===== config.mk =====
export PLATFORM = sky130hd
export DESIGN_NAME = pri_decoder
export DESIGN_NICKNAME = d
export VERILOG_FILES = /design/src/rtl/pri_decoder.sv
export SDC_FILE = /design/constraint.sdc
export NUM_CORES = 1
export LEC_CHECK = 0
export ABC_AREA = 1
export BUFFER_PORTS_ARGS = -buffer_cell sky130_fd_sc_hd__buf_2
export CAP_MARGIN = 0
export CORE_MARGIN = 2
export CORE_UTILIZATION = 55
export CTS_CLUSTER_DIAMETER = 120
export DETAILED_ROUTE_END_ITERATION = 8
export HOLD_SLACK_MARGIN = 0.08
export PLACE_DENSITY = 0.93
export SETUP_SLACK_MARGIN = 0.3
export SYNTH_ARGS = -nofsm -noshare
export SYNTH_HDL_FRONTEND = slang
export SYNTH_SLANG_ARGS = --single-unit
export TNS_END_PERCENT = 100

===== constraint.sdc =====
create_clock -name clk -period 3.4 [get_ports clk]
set_clock_uncertainty 0.05 [all_clocks]
set_input_delay 0.34 -clock clk [delete_from_list [all_inputs] [get_ports clk]]
set_output_delay 0.34 -clock clk [all_outputs]
set_load 0.005 [all_outputs]

===== src/rtl/pri_decoder.sv =====
// Two-stage valid/ready decoder: leading-zero count -> normalized one-hot (inverse of the leading-one encoder).
// Define PRI_DECODER_THERM_EN to add the registered thermometer mask output out_mask.
module pri_decoder #(
  parameter int WIDTH     = 106,
  parameter int WIDTH_LOG = 7
) (
  input  logic                 clk,
  input  logic                 rst,
  input  logic                 in_valid,
  output logic                 in_ready,
  input  logic [WIDTH_LOG-1:0] in_shift,
  output logic                 out_valid,
  input  logic                 out_ready,
  output logic [WIDTH-1:0]     out_vec,
  output logic [WIDTH_LOG-1:0] out_msb,
  output logic                 out_zero,
  output logic                 out_err
`ifdef PRI_DECODER_THERM_EN
  ,
  output logic [WIDTH-1:0]     out_mask
`endif
);

  localparam int                   PADW    = 1 << WIDTH_LOG;
  localparam logic [WIDTH_LOG:0]   WIDTH_X = (WIDTH_LOG+1)'(WIDTH);
  localparam logic [WIDTH_LOG-1:0] TOP_IDX = WIDTH_LOG'(WIDTH - 1);

  typedef enum logic [1:0] {
    CLS_NORMAL,
    CLS_ZERO,
    CLS_ERR
  } cls_e;

  logic                 s1_adv, s2_adv;
  logic                 s1_valid_d, s1_valid_q;
  cls_e                 s1_cls_d, s1_cls_q;
  logic [WIDTH_LOG-1:0] s1_idx_d, s1_idx_q;
  logic                 s2_valid_d, s2_valid_q;
  logic [WIDTH-1:0]     out_vec_d, out_vec_q;
  logic [WIDTH_LOG-1:0] out_msb_d, out_msb_q;
  logic                 out_zero_d, out_zero_q;
  logic                 out_err_d, out_err_q;
  logic [PADW-1:0]      tree_cur, tree_nxt;
  logic [WIDTH-1:0]     dec_onehot;

  always_comb begin
    s2_adv = !s2_valid_q || out_ready;
    s1_adv = !s1_valid_q || s2_adv;
  end

  assign in_ready = s1_adv;

  // Range checks run one bit wider than in_shift so the all-ones shift cannot wrap into range.
  always_comb begin
    s1_valid_d = s1_valid_q;
    s1_cls_d   = s1_cls_q;
    s1_idx_d   = s1_idx_q;
    if (s1_adv) begin
      s1_valid_d = in_valid;
      if (in_valid) begin
        if ({1'b0, in_shift} > WIDTH_X)       s1_cls_d = CLS_ERR;
        else if ({1'b0, in_shift} == WIDTH_X) s1_cls_d = CLS_ZERO;
        else                                  s1_cls_d = CLS_NORMAL;
        s1_idx_d = TOP_IDX - in_shift;
      end
    end
  end

  // Binary decode tree: each level splits every live node by the next idx bit, MSB first.
  always_comb begin
    tree_cur    = '0;
    tree_cur[0] = 1'b1;
    tree_nxt    = '0;
    for (int unsigned lvl = 0; lvl < WIDTH_LOG; lvl++) begin
      tree_nxt = '0;
      for (int unsigned j = 0; j < (32'd1 << lvl); j++) begin
        tree_nxt[2*j+1] = tree_cur[j] &  s1_idx_q[WIDTH_LOG-1-lvl];
        tree_nxt[2*j]   = tree_cur[j] & ~s1_idx_q[WIDTH_LOG-1-lvl];
      end
      tree_cur = tree_nxt;
    end
    dec_onehot = tree_cur[WIDTH-1:0];
  end

  always_comb begin
    s2_valid_d = s2_valid_q;
    out_vec_d  = out_vec_q;
    out_msb_d  = out_msb_q;
    out_zero_d = out_zero_q;
    out_err_d  = out_err_q;
    if (s2_adv) begin
      s2_valid_d = s1_valid_q;
      if (s1_valid_q) begin
        out_vec_d  = (s1_cls_q == CLS_NORMAL) ? dec_onehot : '0;
        out_msb_d  = (s1_cls_q == CLS_NORMAL) ? s1_idx_q : '0;
        out_zero_d = (s1_cls_q == CLS_ZERO);
        out_err_d  = (s1_cls_q == CLS_ERR);
      end
    end
  end

  always_ff @(posedge clk) begin
    if (rst) begin
      s1_valid_q <= 1'b0;
      s1_cls_q   <= CLS_NORMAL;
      s1_idx_q   <= '0;
      s2_valid_q <= 1'b0;
      out_vec_q  <= '0;
      out_msb_q  <= '0;
      out_zero_q <= 1'b0;
      out_err_q  <= 1'b0;
    end else begin
      s1_valid_q <= s1_valid_d;
      s1_cls_q   <= s1_cls_d;
      s1_idx_q   <= s1_idx_d;
      s2_valid_q <= s2_valid_d;
      out_vec_q  <= out_vec_d;
      out_msb_q  <= out_msb_d;
      out_zero_q <= out_zero_d;
      out_err_q  <= out_err_d;
    end
  end

  assign out_valid = s2_valid_q;
  assign out_vec   = out_vec_q;
  assign out_msb   = out_msb_q;
  assign out_zero  = out_zero_q;
  assign out_err   = out_err_q;

`ifdef PRI_DECODER_THERM_EN
  logic [WIDTH-1:0] out_mask_d, out_mask_q;
  logic [WIDTH-1:0] therm;
  logic             therm_acc;

  // Thermometer: bit k is set when the one-hot bit sits at or above k.
  always_comb begin
    therm     = '0;
    therm_acc = 1'b0;
    for (int unsigned k = WIDTH; k > 0; k--) begin
      therm_acc  = therm_acc | dec_onehot[k-1];
      therm[k-1] = therm_acc;
    end
    out_mask_d = out_mask_q;
    if (s2_adv && s1_valid_q) begin
      out_mask_d = (s1_cls_q == CLS_NORMAL) ? therm : '0;
    end
  end

  always_ff @(posedge clk) begin
    if (rst) out_mask_q <= '0;
    else     out_mask_q <= out_mask_d;
  end

  assign out_mask = out_mask_q;
`else
  // Without the thermometer option the one-hot path stands alone.
`endif

  assert property (@(posedge clk) disable iff (rst)
    out_valid |-> ($countones(out_vec) == ((out_zero || out_err) ? 0 : 1)));
  assert property (@(posedge clk) disable iff (rst) !(out_zero && out_err));

endmodule


Yosys cells after proc, flatten, opt, wreduce, memory -nomap -nowiden
Index checks and enable logic that the tools add are counted.
{"block": "totals", "reg_bits": 126, "latch_bits": 0, "ram_bits": 0, "rom_bits": 0, "in_bits": 11, "out_inout_bits": 117, "n_memories": 0}
{"block": "classes", "n_addsub": 1, "n_mul": 0, "div": 0, "order_cmp": 1, "eq_ne": 3, "n_shift": 0, "muxes": 4, "bitwise": 218, "reduce_logical": 7}
{"op": "$and A1 B1 Y1", "count": 211}
{"op": "$mux W106", "count": 1}
{"op": "$eq A7 B7 Y1 const B", "count": 1}
{"op": "$gt A7 B7 Y1 const B", "count": 1}
{"op": "$mux W7", "count": 1}
{"op": "$not A1 Y1", "count": 7}
{"op": "$sub A7 B7 Y7 const A", "count": 1}
{"op": "$reduce_and A2 Y1", "count": 2}
{"op": "$eq A2 B1 Y1 const B", "count": 1}
{"op": "$eq A2 B2 Y1 const B", "count": 1}
{"op": "$logic_not A1 Y1", "count": 2}
{"op": "$logic_not A2 Y1", "count": 1}
{"op": "$logic_or A1 B1 Y1", "count": 2}
{"op": "$mux W2", "count": 1}
{"op": "$mux W1", "count": 1}

Longest topological paths before layout
{"block": "depth", "word_depth": 8, "ltp_mapped": 8, "ltp_nobuf": 8}

Worst setup path after synthesis
OpenSTA, ideal clock, no wires.
{"block": "synth_path", "kind": "input to register", "startpoint": "input out_ready", "endpoint": "register out_msb_q[1] (netlist: out_msb[1])", "setup_ns": 0.070, "arrival_ns": 1.124, "required_ns": 3.280, "path_slack_ns": 2.155, "stages": 7, "path_buffers": 2, "path_cell_list": "inv_1 nand2_1 nand2_4 buf_4 buf_2 nand2_1 a21oi_1"}
{"block": "synth_between", "elab_chain_cells": 2}
{"item": "start, declared", "line_no": "13", "source": "input logic out_ready,"}
{"item": "$logic_or A1 B1 Y1", "line_no": "47", "source": "s2_adv = !s2_valid_q || out_ready;"}
{"item": "$reduce_and A2 Y1 (no source line)"}
{"item": "end signal, assigned", "line_no": "118", "source": "out_msb_q <= out_msb_d;"}
{"item": "end, declared", "line_no": "40", "source": "logic [WIDTH_LOG-1:0] out_msb_d, out_msb_q;"}
Every way passes these cells.
A chain may end at the register's enable or synchronous reset.

Final worst setup path
{"block": "layout_path", "startpoint": "register s1_idx_q[2]", "endpoint": "register out_vec_q[82] (netlist: out_vec[82])"}
{"block": "layout_between", "elab_chain_cells": 5}
{"item": "start, declared", "line_no": "37", "source": "logic [WIDTH_LOG-1:0] s1_idx_d, s1_idx_q;"}
{"item": "start signal, assigned", "line_no": "115", "source": "s1_idx_q <= s1_idx_d;"}
{"item": "$not A1 Y1"}
{"item": "$and A1 B1 Y1", "line_no": "78", "source": "tree_nxt[2*j] = tree_cur[j] & ~s1_idx_q[WIDTH_LOG-1-lvl];"}
{"item": "$and A1 B1 Y1", "line_no": "77", "source": "tree_nxt[2*j+1] = tree_cur[j] & s1_idx_q[WIDTH_LOG-1-lvl];"}
{"item": "$and A1 B1 Y1", "line_no": "78"}
{"item": "$mux W106", "line_no": "94", "source": "out_vec_d = (s1_cls_q == CLS_NORMAL) ? dec_onehot : '0;"}
{"item": "end signal, assigned", "line_no": "117", "source": "out_vec_q <= out_vec_d;"}
{"item": "end, declared", "line_no": "39", "source": "logic [WIDTH-1:0] out_vec_d, out_vec_q;"}
Every way passes these cells.

==> summary.txt <==
Finish
  – Area taken by flip-flops and latches: 2522 um2
  – Inserted Diodes: 0
  – Nets: just under 800
  – Core Util, Final: between 70% and 80%
  – FILL cells: 640
  – Total area of multi-input combinational cells: approximately 2100 um2
  – Area added between synthesis and finish: 24.07%
  – Post-route cell area: ~6200 um2
  – Share of post-route cells with drive strength above 1: 23.58%

Placement
  – Post-detailed-placement cell area: 5552 um2
  – Port Buf Inserts: between 100 and 150
  – DP HPWL: 8809 um
  – Weighted congestion reported at the end of routability-driven placement: roughly 0.82

Yosys
  – Post-synthesis sequential area ratio: 50.14%
  – Area contributors post-synth: dfxtp_1 50%, nand2_1 12%, a21oi_1 12%
  – Area share of the largest cell type after synthesis: roughly 50%
  – Yosys reg bits: between 100 and 150
  – Synth Warn #: 0
  – Number of instances in the synthesized netlist: 653
  – Syn Std Cell Area: about 5000 um2
  – Synthesized net count: approximately 670
  – Distinct cells, synth: 25
  – Cell type contributing the most total cell area after synthesis: dfxtp_1
  – Avg Cell Area, Syn: ~7.7 um2

Worst setup path
  – WS Path Type: register to register
  – Type of destination of the critical path: register
  – Required time of the critical path: about 3.7 ns
  – Max FO, Critical Path: 13
  – Number of cells on the worst reg-to-reg path: 5
  – Worst r2r src: s1_idx_q[2]
  – Startpoint type of the worst setup path: register
  – Crit. Startpoint: s1_idx_q[2]
  – Endpoint arrival time on the critical path: around 2.8 ns

Routing
  – Final Routed Wirelength: approximately 14000 um
  – Routed via count: 5043
  – Final routed wire length divided by cell count: ~16 um
  – Count of nets left with antenna violations after detail routing: 0
  – Starting DRC count in detailed routing: ~500
  – Number of search-and-repair iterations in the first detailed-routing pass: 6
  – Post-detailed-route via-to-cell ratio: 5.731
  – DRC: 0

Clocking
  – Buffer levels on the longest clock path: 2
  – Root buffer cell: clkbuf_8
  – Clk Latency, worst-skew pair: ~0.52 ns
  – # H-tree levels: 4
  – Number of clock sinks: ~130
  – Clock tree from TritonCTS: yes
  – Total CTS buffers: 17
  – Clock-pin transition on the worst setup and hold timing paths: 0.06 ns

Power and ir drop
  – Switching share of power: 22.58%
  – Combinational cell fraction of total power: under 10%
  – Sequential share of power: 40.4%
  – Largest vdd supply drop: a little over 0.3 mV
  – Clock Power Share: between 50% and 60%
  – Switch Pwr: approximately 0.00085 W
  – PD cells: between 600 and 700 nW/um2
  – Total internal power: around 0.0029 W
  – Leak: 2.598 nW

Global route
  – Remaining global-route overflow: 0
  – Via count of the first global-routing pass: 4611
  – Maximum number of pins on one net before global-route repair: 79
  – Global router's overall resource usage: between 20% and 30%
  – Wire length of the first global-routing pass: ~23000 um
  – Antenna violations before repair: 0

STA
  – Sum Neg Setup Slack: 0 ns
  – Hold WS: around 0.12 ns
  – Slew margin rel.: a little under half
  – Final setup viols: 0
  – Final period util: between 70% and 80%
  – RSZ-0062 raised after global routing: no
  – Highest achievable clock rate: a little over 400 MHz
  – Final Slew Violations: 0
  – Period minus WS final: about 2.4 ns
  – Final count of hold timing violations: 0
  – Pin slew with the least headroom to its limit: 0.8150 ns

Worst hold path
  – Hold Crit Start: out_ready
  – HP Class: input port to register
  – Worst hold path depth: 4

Floorplanning
  – Area of the die: 9928 um2
  – Height of the die: 99.64 um
  – Core outline area: about 8800 um2
  – Placement row count: 34
  – Die Wd: around 100 um
  – I/O pin count: 128
  – Initial Utilization: 57.13%

Outcome
  – Run status: complete, no violations

Flow run
  – Max-Cap Viols: 0
## cells by family (layout without fill, tap and decap cells)
group / count (synthesis) / count (layout) / share of synthesized area, %
xor gates and xnor gates: 3 / 3 / 0.5224
DFF: 126 / 126 / 50.14
adders and majority gates: 3 / 3 / 0.7462
AOI/OAI and AO/OA: 134 / 134 / 13.43
and+or+nand+nor: 314 / 314 / 27.61
buffers and inverters: 73 / 192 / 7.560
## area by class of cell
cell class | count | area share, %
multi-input combinational | 454 | 34.09
sequential | 126 | 40.41
inverter | 26 | 1.563
clock inverter | 11 | 3.387
tap | 108 | 2.165
clock buffer | 21 | 7.196
timing repair buffer | 134 | 11.18
## worst max-delay path, stage by stage, from the launching register on
cell and delay, ns:
dfxtp_1 0.72, inv_1 0.48, nand2_1 0.57, inv_1 0.21, nand3_1 0.16, a21oi_1 0.09
## flip-flops by register name, summed over array words and instances (netlist names)
| signal | count |
|---|---|
| out_zero | 1 |
| s1_valid_q | 1 |
| s1_idx_q | 7 |
| s1_cls_q | 2 |
| out_vec | 106 |
| out_valid | 1 |
| out_msb | 7 |
| out_err | 1 |
## metrics by stage
stage          cells  worst slack, ns  total power [W]
6_report         880           0.9819         0.003764
5_1_grt          880           0.9637         0.003847
4_1_cts          880            1.157         0.003753
3_5_place_dp     845            1.161         0.001747
3_3_place_gp     845            1.272         0.001740
2_1_floorplan    653            2.155         0.001705
## layer usage
layer | vias to the layer above | track usage, % | wire length [um]
met5 | - | 0 | 0
met4 | 0 | 12.54 | 437
met3 | 48 | 6.606 | 1258
met2 | 315 | 46.83 | 6931
met1 | 2316 | 37.41 | 5779
li1 | 2364 | - | -
## cell usage after synthesis
library cell  number
buf_6             10
nor2_2            12
clkbuf_1          13
buf_4              1
buf_2             22
nand2_4            1
ha_1               3
nor2_8             2
dfxtp_1          126
nor2_4             2
nand3_1           68
inv_1             22
inv_2              1
buf_1              1
nor2_1            46
nand2_2            3
nand2_1          167
o211a_1            1
clkinv_1           3
nand3b_1           1
nor3_1             1
xor2_1             3
nand4_1           11
a21oi_1          122
o21ai_0           11
## timing repair
action,CTS,global route
hold buffers,3,0
resized for setup,0,0
setup buffers,0,0
hold endpoints to repair,2,0
## layout by cell type, fill, tap and decap left out, drive strengths merged
master | netlist | final
nand2 | 171 | 171
buf | 34 | 131
dfxtp | 126 | 126
a21oi | 122 | 122
nand3 | 68 | 68
nor2 | 62 | 62
inv | 23 | 23
clkbuf | 13 | 21
nand4 | 11 | 11
o21ai | 11 | 11
clkinv | 3 | 7
bufinv | 0 | 6
xor2 | 3 | 3
ha | 3 | 3
dlygate4sd3 | 0 | 3
nand3b | 1 | 1
nor3 | 1 | 1
o211a | 1 | 1
clkinvlp | 0 | 1
## power by group through the flow
stage	sequential, W	clock, W	combinational, W
2_1_floorplan	0.00153	0	0.000170
4_1_cts	0.00152	0.00203	0.000203
5_1_grt	0.00152	0.00210	0.000226
3_3_place_gp	0.00155	0	0.000191
6_report	0.00152	0.00204	0.000209
3_5_place_dp	0.00155	0	0.000197
## worst paths after layout
check / endpoint / slack (ns)
setup / recovery: out_vec[82] / 0.98
hold / removal: out_valid / 0.12
setup reg to reg: out_vec[82] / 0.98
hold reg to reg: out_vec[60] / 0.41
Power figures use the tool's default switching activity.
